==> config.mk <==
export PLATFORM = sky130hd
export DESIGN_NAME = cla_multiword_add_seq_flat
export DESIGN_NICKNAME = d
export VERILOG_FILES = /design/src/rtl/cla_multiword_add_seq_pkg.sv /design/src/rtl/cla_multiword_add_seq_if.sv /design/src/rtl/cla_multiword_add_seq_cla16.sv /design/src/rtl/cla_multiword_add_seq.sv /design/src/flat_wrapper.sv
export SDC_FILE = /design/constraint.sdc
export NUM_CORES = 1
export LEC_CHECK = 0
export ABC_CLOCK_PERIOD_IN_PS = 4600
export BUFFER_PORTS_ARGS = -buffer_cell sky130_fd_sc_hd__buf_2
export CORE_MARGIN = 2
export CORE_UTILIZATION = 57
export CTS_BUF_LIST = sky130_fd_sc_hd__clkbuf_4
export DETAILED_ROUTE_END_ITERATION = 6
export HOLD_SLACK_MARGIN = 0.08
export PLACE_DENSITY = 0.83
export SLEW_MARGIN = 20
export SYNTH_ARGS = -nofsm -noshare
export SYNTH_HDL_FRONTEND = slang
export SYNTH_SLANG_ARGS = --single-unit
==> constraint.sdc <==
create_clock -name clk -period 4.6 [get_ports clk]
set_input_delay 0.92 -clock clk [delete_from_list [all_inputs] [get_ports clk]]
set_output_delay 0.92 -clock clk [all_outputs]
set_load 0.02 [all_outputs]
==> src/rtl/cla_multiword_add_seq_pkg.sv <==
// Shared definitions for the multi-word CLA adder: slice width, FSM encoding
// and the 4-bit carry-lookahead expansion used inside the 16-bit slice.
package cla_pkg;

  localparam int SLICE_W = 16;

  typedef enum logic [1:0] {
    ST_IDLE = 2'd0,
    ST_RUN  = 2'd1,
    ST_DONE = 2'd2
  } state_e;

  // Carries c0..c4 of a 4-bit group, each written as a flat sum of products
  function automatic logic [4:0] lookahead4(input logic [3:0] g,
                                            input logic [3:0] p,
                                            input logic       c0);
    logic [4:0] c;
    c[0] = c0;
    c[1] = g[0] | (p[0] & c0);
    c[2] = g[1] | (p[1] & g[0]) | (p[1] & p[0] & c0);
    c[3] = g[2] | (p[2] & g[1]) | (p[2] & p[1] & g[0]) | (p[2] & p[1] & p[0] & c0);
    c[4] = g[3] | (p[3] & g[2]) | (p[3] & p[2] & g[1]) | (p[3] & p[2] & p[1] & g[0])
         | (&p & c0);
    return c;
  endfunction

endpackage

==> src/rtl/cla_multiword_add_seq_if.sv <==
// Operand/result handshake bundle of the multi-word adder.
interface cla_multiword_add_seq_if #(
  parameter int WORDS = 4
);
  localparam int W = 16 * WORDS;

  logic         in_valid;
  logic         in_ready;
  logic [W-1:0] in_a;
  logic [W-1:0] in_b;
  logic         in_cin;
  logic         in_sub;
  logic         out_valid;
  logic         out_ready;
  logic [W-1:0] out_sum;
  logic         out_cout;
  logic         out_ovf;
  logic         busy;

  modport master (
    output in_valid, in_a, in_b, in_cin, in_sub, out_ready,
    input  in_ready, out_valid, out_sum, out_cout, out_ovf, busy
  );

  modport slave (
    input  in_valid, in_a, in_b, in_cin, in_sub, out_ready,
    output in_ready, out_valid, out_sum, out_cout, out_ovf, busy
  );
endinterface

==> src/rtl/cla_multiword_add_seq_cla16.sv <==
// 16-bit two-level carry-lookahead adder: four 4-bit groups plus a group-level
// lookahead unit, so no carry ripples through more than one group.
module CLA_16_bit_lookahead
  import cla_pkg::*;
(
  input  logic [15:0] a_i,
  input  logic [15:0] b_i,
  input  logic        cin_i,
  output logic [15:0] sum_o,
  output logic        cout_o
);

  logic [15:0] g, p, c;
  logic [3:0]  gg, pg;
  logic [4:0]  cg;
  logic [4:0]  tmp;

  // NOTE: every signal gets a default at the top of always_comb so no path
  // leaves one unassigned, which would otherwise infer a latch.
  always_comb begin
    g   = a_i & b_i;
    p   = a_i ^ b_i;
    gg  = '0;
    pg  = '0;
    c   = '0;
    tmp = '0;
    for (int j = 0; j < 4; j++) begin
      tmp   = lookahead4(g[4*j +: 4], p[4*j +: 4], 1'b0);
      gg[j] = tmp[4];
      pg[j] = &p[4*j +: 4];
    end
    cg = lookahead4(gg, pg, cin_i);
    for (int j = 0; j < 4; j++) begin
      tmp        = lookahead4(g[4*j +: 4], p[4*j +: 4], cg[j]);
      c[4*j +: 4] = tmp[3:0];
    end
  end

  assign sum_o  = p ^ c;
  assign cout_o = cg[4];

endmodule

==> src/rtl/cla_multiword_add_seq.sv <==
// Multi-cycle 16*WORDS-bit add/sub: one 16-bit CLA slice is reused for every
// limb, least significant first, with the inter-limb carry held in a flop.
module cla_multiword_add_seq
  import cla_pkg::*;
#(
  parameter int WORDS = 4
) (
  input  logic                     clk,
  input  logic                     rst_n,
  cla_multiword_add_seq_if.slave   bus
);

  localparam int W  = SLICE_W * WORDS;
  localparam int KW = (WORDS > 1) ? $clog2(WORDS) : 1;
  localparam logic [KW-1:0] K_LAST = KW'(WORDS - 1);

  state_e        state_q, state_d;
  logic [KW-1:0] k_q, k_d;
  logic          carry_q, carry_d;
  logic [W-1:0]  a_q, a_d;
  logic [W-1:0]  b_q, b_d;
  logic [W-1:0]  sum_q, sum_d;

  logic [SLICE_W-1:0] slice_a, slice_b, slice_sum;
  logic               slice_cout;

  assign slice_a = a_q[SLICE_W*int'(k_q) +: SLICE_W];
  assign slice_b = b_q[SLICE_W*int'(k_q) +: SLICE_W];

  CLA_16_bit_lookahead u_slice (
    .a_i    (slice_a),
    .b_i    (slice_b),
    .cin_i  (carry_q),
    .sum_o  (slice_sum),
    .cout_o (slice_cout)
  );

  always_comb begin
    state_d = state_q;
    k_d     = k_q;
    carry_d = carry_q;
    a_d     = a_q;
    b_d     = b_q;
    sum_d   = sum_q;
    unique case (state_q)
      ST_IDLE: begin
        if (bus.in_valid) begin
          // Subtraction is A + ~B + 1: invert B once here, seed the carry with 1
          a_d     = bus.in_a;
          b_d     = bus.in_sub ? ~bus.in_b : bus.in_b;
          carry_d = bus.in_sub ? 1'b1 : bus.in_cin;
          k_d     = '0;
          state_d = ST_RUN;
        end
      end
      ST_RUN: begin
        sum_d[SLICE_W*int'(k_q) +: SLICE_W] = slice_sum;
        carry_d = slice_cout;
        if (k_q == K_LAST) begin
          state_d = ST_DONE;
        end else begin
          k_d = k_q + 1'b1;
        end
      end
      ST_DONE: begin
        if (bus.out_ready) begin
          state_d = ST_IDLE;
        end
      end
      default: state_d = ST_IDLE;
    endcase
  end

  // NOTE: non-blocking assignments so every register samples pre-edge values,
  // independent of the order the statements are written in.
  always_ff @(posedge clk or negedge rst_n) begin
    if (!rst_n) begin
      state_q <= ST_IDLE;
      k_q     <= '0;
      carry_q <= 1'b0;
      a_q     <= '0;
      b_q     <= '0;
      sum_q   <= '0;
    end else begin
      state_q <= state_d;
      k_q     <= k_d;
      carry_q <= carry_d;
      a_q     <= a_d;
      b_q     <= b_d;
      sum_q   <= sum_d;
    end
  end

  assign bus.in_ready  = (state_q == ST_IDLE);
  assign bus.out_valid = (state_q == ST_DONE);
  assign bus.busy      = (state_q != ST_IDLE);
  assign bus.out_sum   = sum_q;
  assign bus.out_cout  = carry_q;
  // Signed overflow: operands agree in sign but the result does not
  assign bus.out_ovf   = (a_q[W-1] == b_q[W-1]) && (sum_q[W-1] != a_q[W-1]);

endmodule

==> src/flat_wrapper.sv <==
// flat-port wrapper written by rule: the top's interface ports become plain ports
module cla_multiword_add_seq_flat import cla_pkg::*;
#(
  parameter int WORDS = 4
)
  (clk, rst_n, bus_in_valid, bus_in_a, bus_in_b, bus_in_cin, bus_in_sub, bus_out_ready, bus_in_ready, bus_out_valid, bus_out_sum, bus_out_cout, bus_out_ovf, bus_busy);
  cla_multiword_add_seq_if #(.WORDS(WORDS)) bus_i ();
  input  logic clk;
  input  logic rst_n;
  input wire logic [$bits(bus_i.in_valid)-1:0] bus_in_valid;
  input wire logic [$bits(bus_i.in_a)-1:0] bus_in_a;
  input wire logic [$bits(bus_i.in_b)-1:0] bus_in_b;
  input wire logic [$bits(bus_i.in_cin)-1:0] bus_in_cin;
  input wire logic [$bits(bus_i.in_sub)-1:0] bus_in_sub;
  input wire logic [$bits(bus_i.out_ready)-1:0] bus_out_ready;
  output wire logic [$bits(bus_i.in_ready)-1:0] bus_in_ready;
  output wire logic [$bits(bus_i.out_valid)-1:0] bus_out_valid;
  output wire logic [$bits(bus_i.out_sum)-1:0] bus_out_sum;
  output wire logic [$bits(bus_i.out_cout)-1:0] bus_out_cout;
  output wire logic [$bits(bus_i.out_ovf)-1:0] bus_out_ovf;
  output wire logic [$bits(bus_i.busy)-1:0] bus_busy;
  assign bus_i.in_valid = bus_in_valid;
  assign bus_i.in_a = bus_in_a;
  assign bus_i.in_b = bus_in_b;
  assign bus_i.in_cin = bus_in_cin;
  assign bus_i.in_sub = bus_in_sub;
  assign bus_i.out_ready = bus_out_ready;
  assign bus_in_ready = bus_i.in_ready;
  assign bus_out_valid = bus_i.out_valid;
  assign bus_out_sum = bus_i.out_sum;
  assign bus_out_cout = bus_i.out_cout;
  assign bus_out_ovf = bus_i.out_ovf;
  assign bus_busy = bus_i.busy;
  cla_multiword_add_seq #(.WORDS(WORDS)) u_core (.clk(clk), .rst_n(rst_n), .bus(bus_i));
endmodule
; ---- Word-level counts from Yosys, hierarchy flattened
; Index checks and enable logic that the tools add are counted.
[totals]
register_bits = 197
in_bits = 134
out_inout_bits = 69
wordCells = 167
[classes]
n_addsub = 2
eq_ne = 9
shifts = 4
muxes = 12
n_bitwise = 121
reduce_logical = 13
[op_table]
columns = op, count
row1 = 64-bit by 7-bit indexed part select with 16-bit output, 2
row2 = 1-bit AND, 71
row3 = 64-bit bitwise mux, 1
row4 = 64-bit 2-to-1 mux, 1
row5 = 64-bit inverter, 1
row6 = "16-bit by 33-bit variable shift with 64-bit output, first input constant", 1
row7 = 16-bit by 33-bit indexed part select with 64-bit output, 1
row8 = 1-bit OR, 46
row9 = 6-bit negation with 33-bit output, 1
row10 = 16-bit XOR, 2
row11 = 16-bit AND, 1
row12 = 16-bit AND reduction, 1
row13 = 4-bit AND reduction, 4
row14 = 2-bit 2-to-1 mux, 5
row15 = "2-bit inequality test, second input constant", 3
row16 = 2-bit case mux with 3 select lines, 1
row17 = 3-bit AND reduction, 2
row18 = "2-bit == test, second input constant", 2
row19 = 2-bit case mux with 2 select lines, 1
row20 = 2-bit AND reduction, 2
row21 = 2-bit nonzero test, 2
row22 = "2-bit by 1-bit adder with 2-bit output, second input constant", 1
row23 = "2-bit by 1-bit == test with 1-bit output, second input constant", 1
row24 = 2-bit zero test, 1
row25 = 6 further kinds, 7

; ---- Longest topological paths before layout
; Gate-level depths: netlist (run 1).
[logic_depth]
depth_word = 15
mapped_depth = 12
mapped_depth_nobuf = 9

; ---- By module
; Synthesis (run 1) repeated with hierarchy kept, for this count alone.
[hier_totals]
hier_cells = 785
hier_area_um2 = 9411.5
[modules_own_cells]
columns = mod, n_inst, cells_each, area_per_inst_um2, seq_area_each_um2
row1 = cla_multiword_add_seq, 1, 702, 8743.4, 4929.7
row2 = CLA_16_bit_lookahead, 1, 83, 668.1, 0.0

; ---- Worst setup path before layout (run 1)
; No wires, ideal clock.
[synth_path]
path_kind = reg-to-reg
from = register u_core.k_q[0]
to = register u_core.sum_q[12], in the netlist u_core.bus.out_sum[12]
setup_ns = 0.121
t_arrival_ns = 3.400
required_ns = 4.479
slack_ns = 1.079
path_stages_with_launch = 11
n_path_buf = 2
period_less_slack_ns = 3.521
path_cell_list = dfrtp_1 buf_1 mux4_2 ha_1 nand4_1 or3b_1 o211a_1 buf_6 a21oi_1 fa_1 a22o_1
[synth_between]
elab_chain_cells = 15
elab_cells_between_ends = 111
classes_between = 1 x add/sub / 4 x shift / 1 x mux / 102 x bitwise / 3 x reduce/logical
[synth_lines]
columns = element, line_no
row1 = start: declaration, cla_multiword_add_seq.sv:18  ; logic [KW-1:0] k_q, k_d;
row2 = start signal: assignment, cla_multiword_add_seq.sv:86  ; k_q <= k_d;
row3 = 64-bit by 7-bit indexed part select with 16-bit output (on tied branches), "cla_multiword_add_seq.sv:27, cla_multiword_add_seq.sv:28"
row4 = 16-bit XOR or 16-bit AND (tied branches), "cla_multiword_add_seq_cla16.sv:22, cla_multiword_add_seq_cla16.sv:21"
row5 = 1-bit AND, --
row6 = 1-bit OR or 1-bit AND (tied branches) (2 in a row), --
row7 = 1-bit OR, cla_multiword_add_seq_pkg.sv:22  ; c[4] = g[3] | (p[3] & g[2]) | (p[3] & p[2] & g[1]) | (p[3] & p[2] & p[1] & g[0])
row8 = 1-bit AND, cla_multiword_add_seq_pkg.sv:21  ; c[3] = g[2] | (p[2] & g[1]) | (p[2] & p[1] & g[0]) | (p[2] & p[1] & p[0] & c0);
row9 = 1-bit OR (3 in a row), cla_multiword_add_seq_pkg.sv:21
row10 = 1-bit AND (on tied branches), "cla_multiword_add_seq_pkg.sv:19, cla_multiword_add_seq_pkg.sv:20, cla_multiword_add_seq_pkg.sv:21"
row11 = 1-bit OR (on tied branches), "cla_multiword_add_seq_pkg.sv:19, cla_multiword_add_seq_pkg.sv:20, cla_multiword_add_seq_pkg.sv:21"
row12 = 16-bit XOR, cla_multiword_add_seq_cla16.sv:39  ; assign sum_o = p ^ c;
row13 = 16-bit by 33-bit indexed part select with 64-bit output, cla_multiword_add_seq.sv:57  ; sum_d[SLICE_W*int'(k_q) +: SLICE_W] = slice_sum;
row14 = 64-bit bitwise mux *, cla_multiword_add_seq.sv:57
row15 = end signal: assignment, cla_multiword_add_seq.sv:90  ; sum_q <= sum_d;
row16 = end: declaration, cla_multiword_add_seq.sv:22  ; logic [W-1:0] sum_q, sum_d;
; Every way passes the cells marked *; elsewhere a longest branch is shown, timed or not.
; A chain may end at the register's enable or synchronous reset.

; ---- Worst setup path after layout (run 1)
[layout_path]
from = register u_core.k_q[0]
to = register u_core.sum_q[25], in the netlist u_core.bus.out_sum[25]
; The elaborated chain is that of the path after synthesis.

==> flow_metrics.py, run 1 <==
metrics = {
    "clocking": {
        "postCtsSetupBuffers": 0,
        "postCtsHoldBufs": 0,
        "cts_tree": "yes",
        "htreeDepth": 4,
        "insertion_delay_ns": 0.60,
        "path_clk_slew_ns": 0.15,
        "cts_sinks": 197,
        "cts_made_buffers": 17,
        "clock-root-buffer": "clkbuf_4",
        "cts.path.max_buffers": 2,
        "cts_resized": 0,
    },
    "sta": {
        "fin_ws_ns": 0.630,
        "rsz0062_at_grt": "false",
        "max_slew_margin_pct": 29.5,
        "min_period_over_period_pct": 86.3,
        "finalSetupViolCount": 0,
        "slew_viol_final": 0,
        "finClkSkew_ns": 0.0208,
        "min_period_ns": 3.97,
        "fin_tns_setup_ns": 0,
        "tightest_slew_ns": 1.06,
        "clock.fmax_mhz": 252,
        "finalHoldViolCount": 0,
    },
    "worst_setup_path": {
        "crit_type": "register to register",
        "path_cells": "mux4_2 -> ha_1 -> a21oi_1 -> o21a_1 -> o211a_1 -> inv_1 -> fa_1 -> xnor2_1 -> o21ai_0",
        "reg2reg_from": "u_core.k_q[0]",
        "crit_required_ns": 5.07,
        "endpoint_kind": "register",
        "critical-path-max-stage-delay_ns": 1.01,
        "critPathLaunchType": "register",
        "reg2reg_slack_ns": 0.63,
        "slowest_stage": "dfrtp_2",
        "arrival_ns": 4.44,
        "r2r_end": "u_core.bus.out_sum[25]",
        "reg2regPathDepth": 9,
        "crit_fanout": 29,
        "crit_buf_inv": 1,
        "crit_family": "flip-flops",
        "cp.depth": 9,
    },
    "layout": {
        "mostFrequentLayoutCell": "buf_2",
        "nets": 1099,
        "layout-drive-gt1-share_pct": 36.9,
        "final_cell_mix": "200 x buf_2, 195 x dfrtp_1, 75 x nor2_1, 71 x xnor2_1, 70 x a21oi_1",
        "area_growth_pct": 16.7,
        "fillers": 1152,
    },
    "yosys": {
        "synth_top_area_share_pct": 52.7,
        "yosys.area.top_type": "dfrtp_1",
        "avgSynthCellArea_um2": 12.4,
        "synth_seq_cells": 197,
        "syn-cell-area_mm2": 0.00936,
        "synth_cell_types": 48,
        "async_reset_ff_share_pct": 100,
        "synthCells": 755,
        "synth_warnings": 0,
        "synth_enable_flop_cells": 0,
        "seq_area_frac_synth_pct": 52.7,
        "synth_ff_type": "dfrtp_1",
        "syn_nets": 915,
        "synth_area_leaders": "dfrtp_1 53%, mux2_2 7.7%, mux4_2 7.7%, xnor2_1 6.6%, a21oi_1 3.7%",
    },
    "floorplanning": {
        "pin_count": 203,
        "core-area_mm2": 0.0159,
        "initial_core_util_pct": 58.7,
        "die-width_um": 132,
        "die_y_um": 132,
        "num_rows": 46,
        "dieArea_mm2": 0.0175,
    },
    "global_routing": {
        "grt_max_degree": 109,
        "grt_use_total_pct": 26.6,
        "grt_pass1_vias": 6732,
        "grt_pass1_wl_um": 36000,
        "globalRouteOverflowTotal": 0,
        "antenna_found_initial": 1,
    },
    "power": {
        "finalPower_mw": 10.1,
        "cellPowerDensity_mw_per_mm2": 921,
        "peakVddDrop_mv": 0.575,
        "p_leak_nw": 4.97,
    },
    "placed_design": {
        "place_hpwl_um": 16200,
        "io_buffers": 202,
        "preCtsSetupSlack_ns": 0.640,
        "place.gp.congestion": 0.845,
    },
    "routing": {
        "dr_total_vias": 6745,
        "drt-wirelength-per-cell_um": 19.1,
        "drc_errors": 0,
        "drt_first_pass_iters": 5,
        "wl_um": 22400,
        "ant_nets": 0,
        "first_iter_violations": 624,
        "via_per_inst": 5.77,
    },
    "outcome": {
        "outcome": "complete, no violations",
    },
    "min_path": {
        "hp-class": "input pin to asynchronous set/reset pin",
    },
    "job": {
        "maxCapViolCount": 0,
    },
}
-- layout make-up --
class                      instances  area [µm²]  area share, %
antenna                            1        2.50         0.0229
sequential                       197        4930           45.2
clock buffer                      20         150           1.38
timing repair buffer             208        1090           10.0
inverter                          12        45.0          0.413
tap                              216         270           2.48
multi-input combinational        503        4200           38.5
clock inverter                    12         224           2.05
-- how the worst max path moves through the flow --
stage	startpoint	end	slack, ns
6_report	u_core.k_q[0]	u_core.bus.out_sum[25]	0.63
2_1_floorplan	u_core.k_q[0]	u_core.bus.out_sum[12]	1.08
3_5_place_dp	u_core.k_q[0]	u_core.bus.out_sum[44]	0.64
5_1_grt	u_core.k_q[0]	u_core.bus.out_sum[57]	0.36
4_1_cts	u_core.k_q[0]	u_core.bus.out_sum[44]	0.59
3_3_place_gp	u_core.k_q[0]	u_core.bus.out_sum[41]	0.74
-- per-layer routing --
| layer | vias up | track usage, % | part of all wire [%] |
|---|---|---|---|
| met2 | 304 | 41.3 | 47 |
| met4 | 0 | 9.60 | 2.8 |
| met5 | - | 0 | 0 |
| met3 | 42 | 5.57 | 7.5 |
| met1 | 3329 | 37.7 | 43 |
| li1 | 3070 | - | - |
-- report_power, final --
group          switching (mW)  internal [mW]  leakage (nW)  total [mW]
Clock                   0.581          0.562         0.200        1.14
Sequential              0.578           2.51          2.40        3.08
Combinational            3.45           2.38          2.37        5.83
Total                    4.61           5.45          4.97        10.1
-- sequential cells by signal, indices dropped and copies added (netlist names) --
name,cells
u_core.bus.out_cout,1
u_core.a_q,64
u_core.bus.out_sum,64
u_core.k_q,2
u_core.b_q,64
u_core.state_q,2
-- worst register-to-register path, delay by kind of cell, from the launching register on --
kind | cells | cell delay, ns
fa+ha+maj | 2 | 0.76
mux | 1 | 0.65
flops | 1 | 1.01
buf+inv | 1 | 0.11
compound gates | 4 | 0.93
xor+xnor | 1 | 0.38
-- metrics by stage --
stage | hold slack [ns] | instances | cell area [µm²] | utilization [%]
after global placement | 0.461 | 1136 | 10500 | 66.1
after global routing | 0.405 | 1169 | 10900 | 68.5
final | 0.371 | 1169 | 10900 | 68.5
after floorplan | 0.475 | 755 | 9360 | -
after CTS | 0.376 | 1168 | 10900 | 68.4
after detailed placement | 0.466 | 1136 | 10500 | 66.1
-- kinds of logic (layout without fill, tap and decap cells) --
| family | count (synthesis) | in the layout | synth area share, % |
|---|---|---|---|
| DFF | 197 | 197 | 52.7 |
| adders and majority gates | 26 | 26 | 3.80 |
| and+or+nand+nor | 139 | 139 | 6.54 |
| muxes | 97 | 97 | 15.5 |
| buffers and inverters | 55 | 252 | 2.54 |
| AOI/OAI and AO/OA | 169 | 169 | 12.2 |
| xor gates and xnor gates | 72 | 72 | 6.74 |
| other | 0 | 1 | 0 |
-- cell usage after synthesis, types with 5 or more instances --
master    number
nor2_1        75
buf_2         19
mux2_2        64
dfrtp_1      197
buf_1          5
a21oi_1       70
a22o_1        40
xnor2_1       71
clkbuf_1      18
inv_1         12
mux4_2        32
o21ai_0       28
nand2_1       38
or3_1          5
ha_1          22
Power figures use the tool's default switching activity.
==> inputs of run 2 (changes only) <==
CAP_MARGIN = 20   (was default)
CORE_ASPECT_RATIO = 0.7   (was default)
CORE_MARGIN = default   (was 2)
==> flow_metrics.py, run 2 (synthesis gave the netlist of run 1 again) <==
metrics = {
    "outcome": {
        "outcome": "complete, no violations",
    },
    "clocking": {
        "cts_resized": 0,
        "cts_sinks": 197,
        "postCtsSetupBuffers": 0,
        "cts_tree": "yes",
        "insertion_delay_ns": 0.61,
        "cts.path.max_buffers": 2,
        "cts_made_buffers": 17,
        "postCtsHoldBufs": 0,
        "path_clk_slew_ns": 0.18,
        "htreeDepth": 4,
        "clock-root-buffer": "clkbuf_4",
    },
    "layout": {
        "layout-drive-gt1-share_pct": 37.1,
        "mostFrequentLayoutCell": "buf_2",
        "final_cell_mix": "200 x buf_2, 195 x dfrtp_1, 75 x nor2_1, 71 x xnor2_1, 70 x a21oi_1",
        "area_growth_pct": 15.9,
        "fillers": 1174,
        "nets": 1101,
        "multi_input_area_mm2": 0.00420,
        "final_cell_area_mm2": 0.0108,
        "seqCellArea_mm2": 0.00493,
    },
    "sta": {
        "rsz0062_at_grt": "false",
        "finalHoldViolCount": 0,
        "clock.fmax_mhz": 255,
        "slew_viol_final": 0,
        "min_period_over_period_pct": 85.2,
        "finClkSkew_ns": 0.0208,
        "fin_tns_setup_ns": 0,
        "min_period_ns": 3.92,
        "tightest_slew_ns": 0.981,
        "max_slew_margin_pct": 34.6,
        "finalSetupViolCount": 0,
    },
    "floorplanning": {
        "dieArea_mm2": 0.0169,
        "core-area_mm2": 0.0158,
        "die_y_um": 109,
        "initial_core_util_pct": 59.3,
        "die-width_um": 155,
        "pin_count": 203,
        "num_rows": 38,
    },
    "global_routing": {
        "grt_pass1_wl_um": 36200,
        "grt_max_degree": 170,
        "grt_use_total_pct": 29.0,
        "globalRouteOverflowTotal": 0,
        "antenna_found_initial": 1,
        "grt_pass1_vias": 6433,
    },
    "worst_setup_path": {
        "crit_required_ns": 5.10,
        "critPathLaunchType": "register",
        "arrival_ns": 4.42,
        "crit_type": "register to register",
        "crit_fanout": 21,
        "reg2reg_slack_ns": 0.68,
        "endpoint_kind": "register",
    },
    "routing": {
        "drc_errors": 0,
        "drt-wirelength-per-cell_um": 19.6,
        "wl_um": 23000,
        "ant_nets": 0,
        "via_per_inst": 5.75,
        "dr_total_vias": 6758,
        "drt_first_pass_iters": 5,
        "first_iter_violations": 578,
    },
    "placed_design": {
        "place_hpwl_um": 17200,
        "place.gp.congestion": 0.856,
        "dpl_cell_area_mm2": 0.0105,
        "io_buffers": 202,
    },
    "power": {
        "cellPowerDensity_mw_per_mm2": 917,
        "p_leak_nw": 4.92,
        "peakVddDrop_mv": 0.677,
    },
    "min_path": {
        "hp-class": "input pin to asynchronous set/reset pin",
    },
    "job": {
        "maxCapViolCount": 0,
    },
}
run 2: power by group:
| part | switching (mW) | internal (mW) |
|---|---|---|
| clock | 0.676 | 0.257 |
| sequential | 0.590 | 2.51 |
| combinational | 3.52 | 2.39 |
| total | 4.79 | 5.15 |
run 2: path summary, 6_finish.rpt:
check / from / end / depth (start not counted)
max in group asynchronous: rst_n / u_core.b_q[29] / 2
worst max-delay path: u_core.k_q[0] / u_core.bus.out_sum[9] / 10
worst max register to register: u_core.k_q[0] / u_core.bus.out_sum[9] / 10
worst min register to register: u_core.bus.out_sum[49] / u_core.bus.out_sum[49] / 2
min in group clk: u_core.bus.out_sum[49] / u_core.bus.out_sum[49] / 2
worst min-delay path: rst_n / u_core.a_q[17] / 1
run 2: layer usage:
| metal | wire length, µm | track usage (%) |
|---|---|---|
| met2 | 9950 | 42.1 |
| met5 | 0 | 0 |
| met3 | 1990 | 6.44 |
| met4 | 491 | 9.55 |
| met1 | 10600 | 43.4 |
run 2: final cells by class:
| type | count | share of cell area (%) |
|---|---|---|
| antenna | 1 | 0.0231 |
| inverter | 12 | 0.415 |
| clock buffer | 18 | 1.25 |
| timing repair buffer | 210 | 10.1 |
| clock inverter | 14 | 1.45 |
| tap | 220 | 2.54 |
| multi-input combinational | 503 | 38.7 |
| sequential | 197 | 45.5 |
run 2: worst max-delay path, cell delays in order, from the launching register on:
cell and delay (ns):
dfrtp_2 0.80, buf_4 0.33, mux4_2 0.53, ha_1 0.38
a21oi_1 0.18, o21a_1 0.16, o211a_1 0.40, inv_1 0.10
fa_1 0.39, xnor2_1 0.39, o21ai_0 0.17
run 2: per-stage QoR:
step                power, mW  std cells  hold slack [ns]  worst slack (ns)  utilization [%]
floorplan                7.23        755            0.475              1.08                -
finish                   9.94       1175            0.362             0.680             68.7
global placement         8.69       1142            0.460             0.803             66.8
global route             10.6       1175            0.421             0.421             68.7
detailed placement       8.92       1142            0.466             0.714             66.8
CTS                      9.88       1174            0.394             0.663             68.6
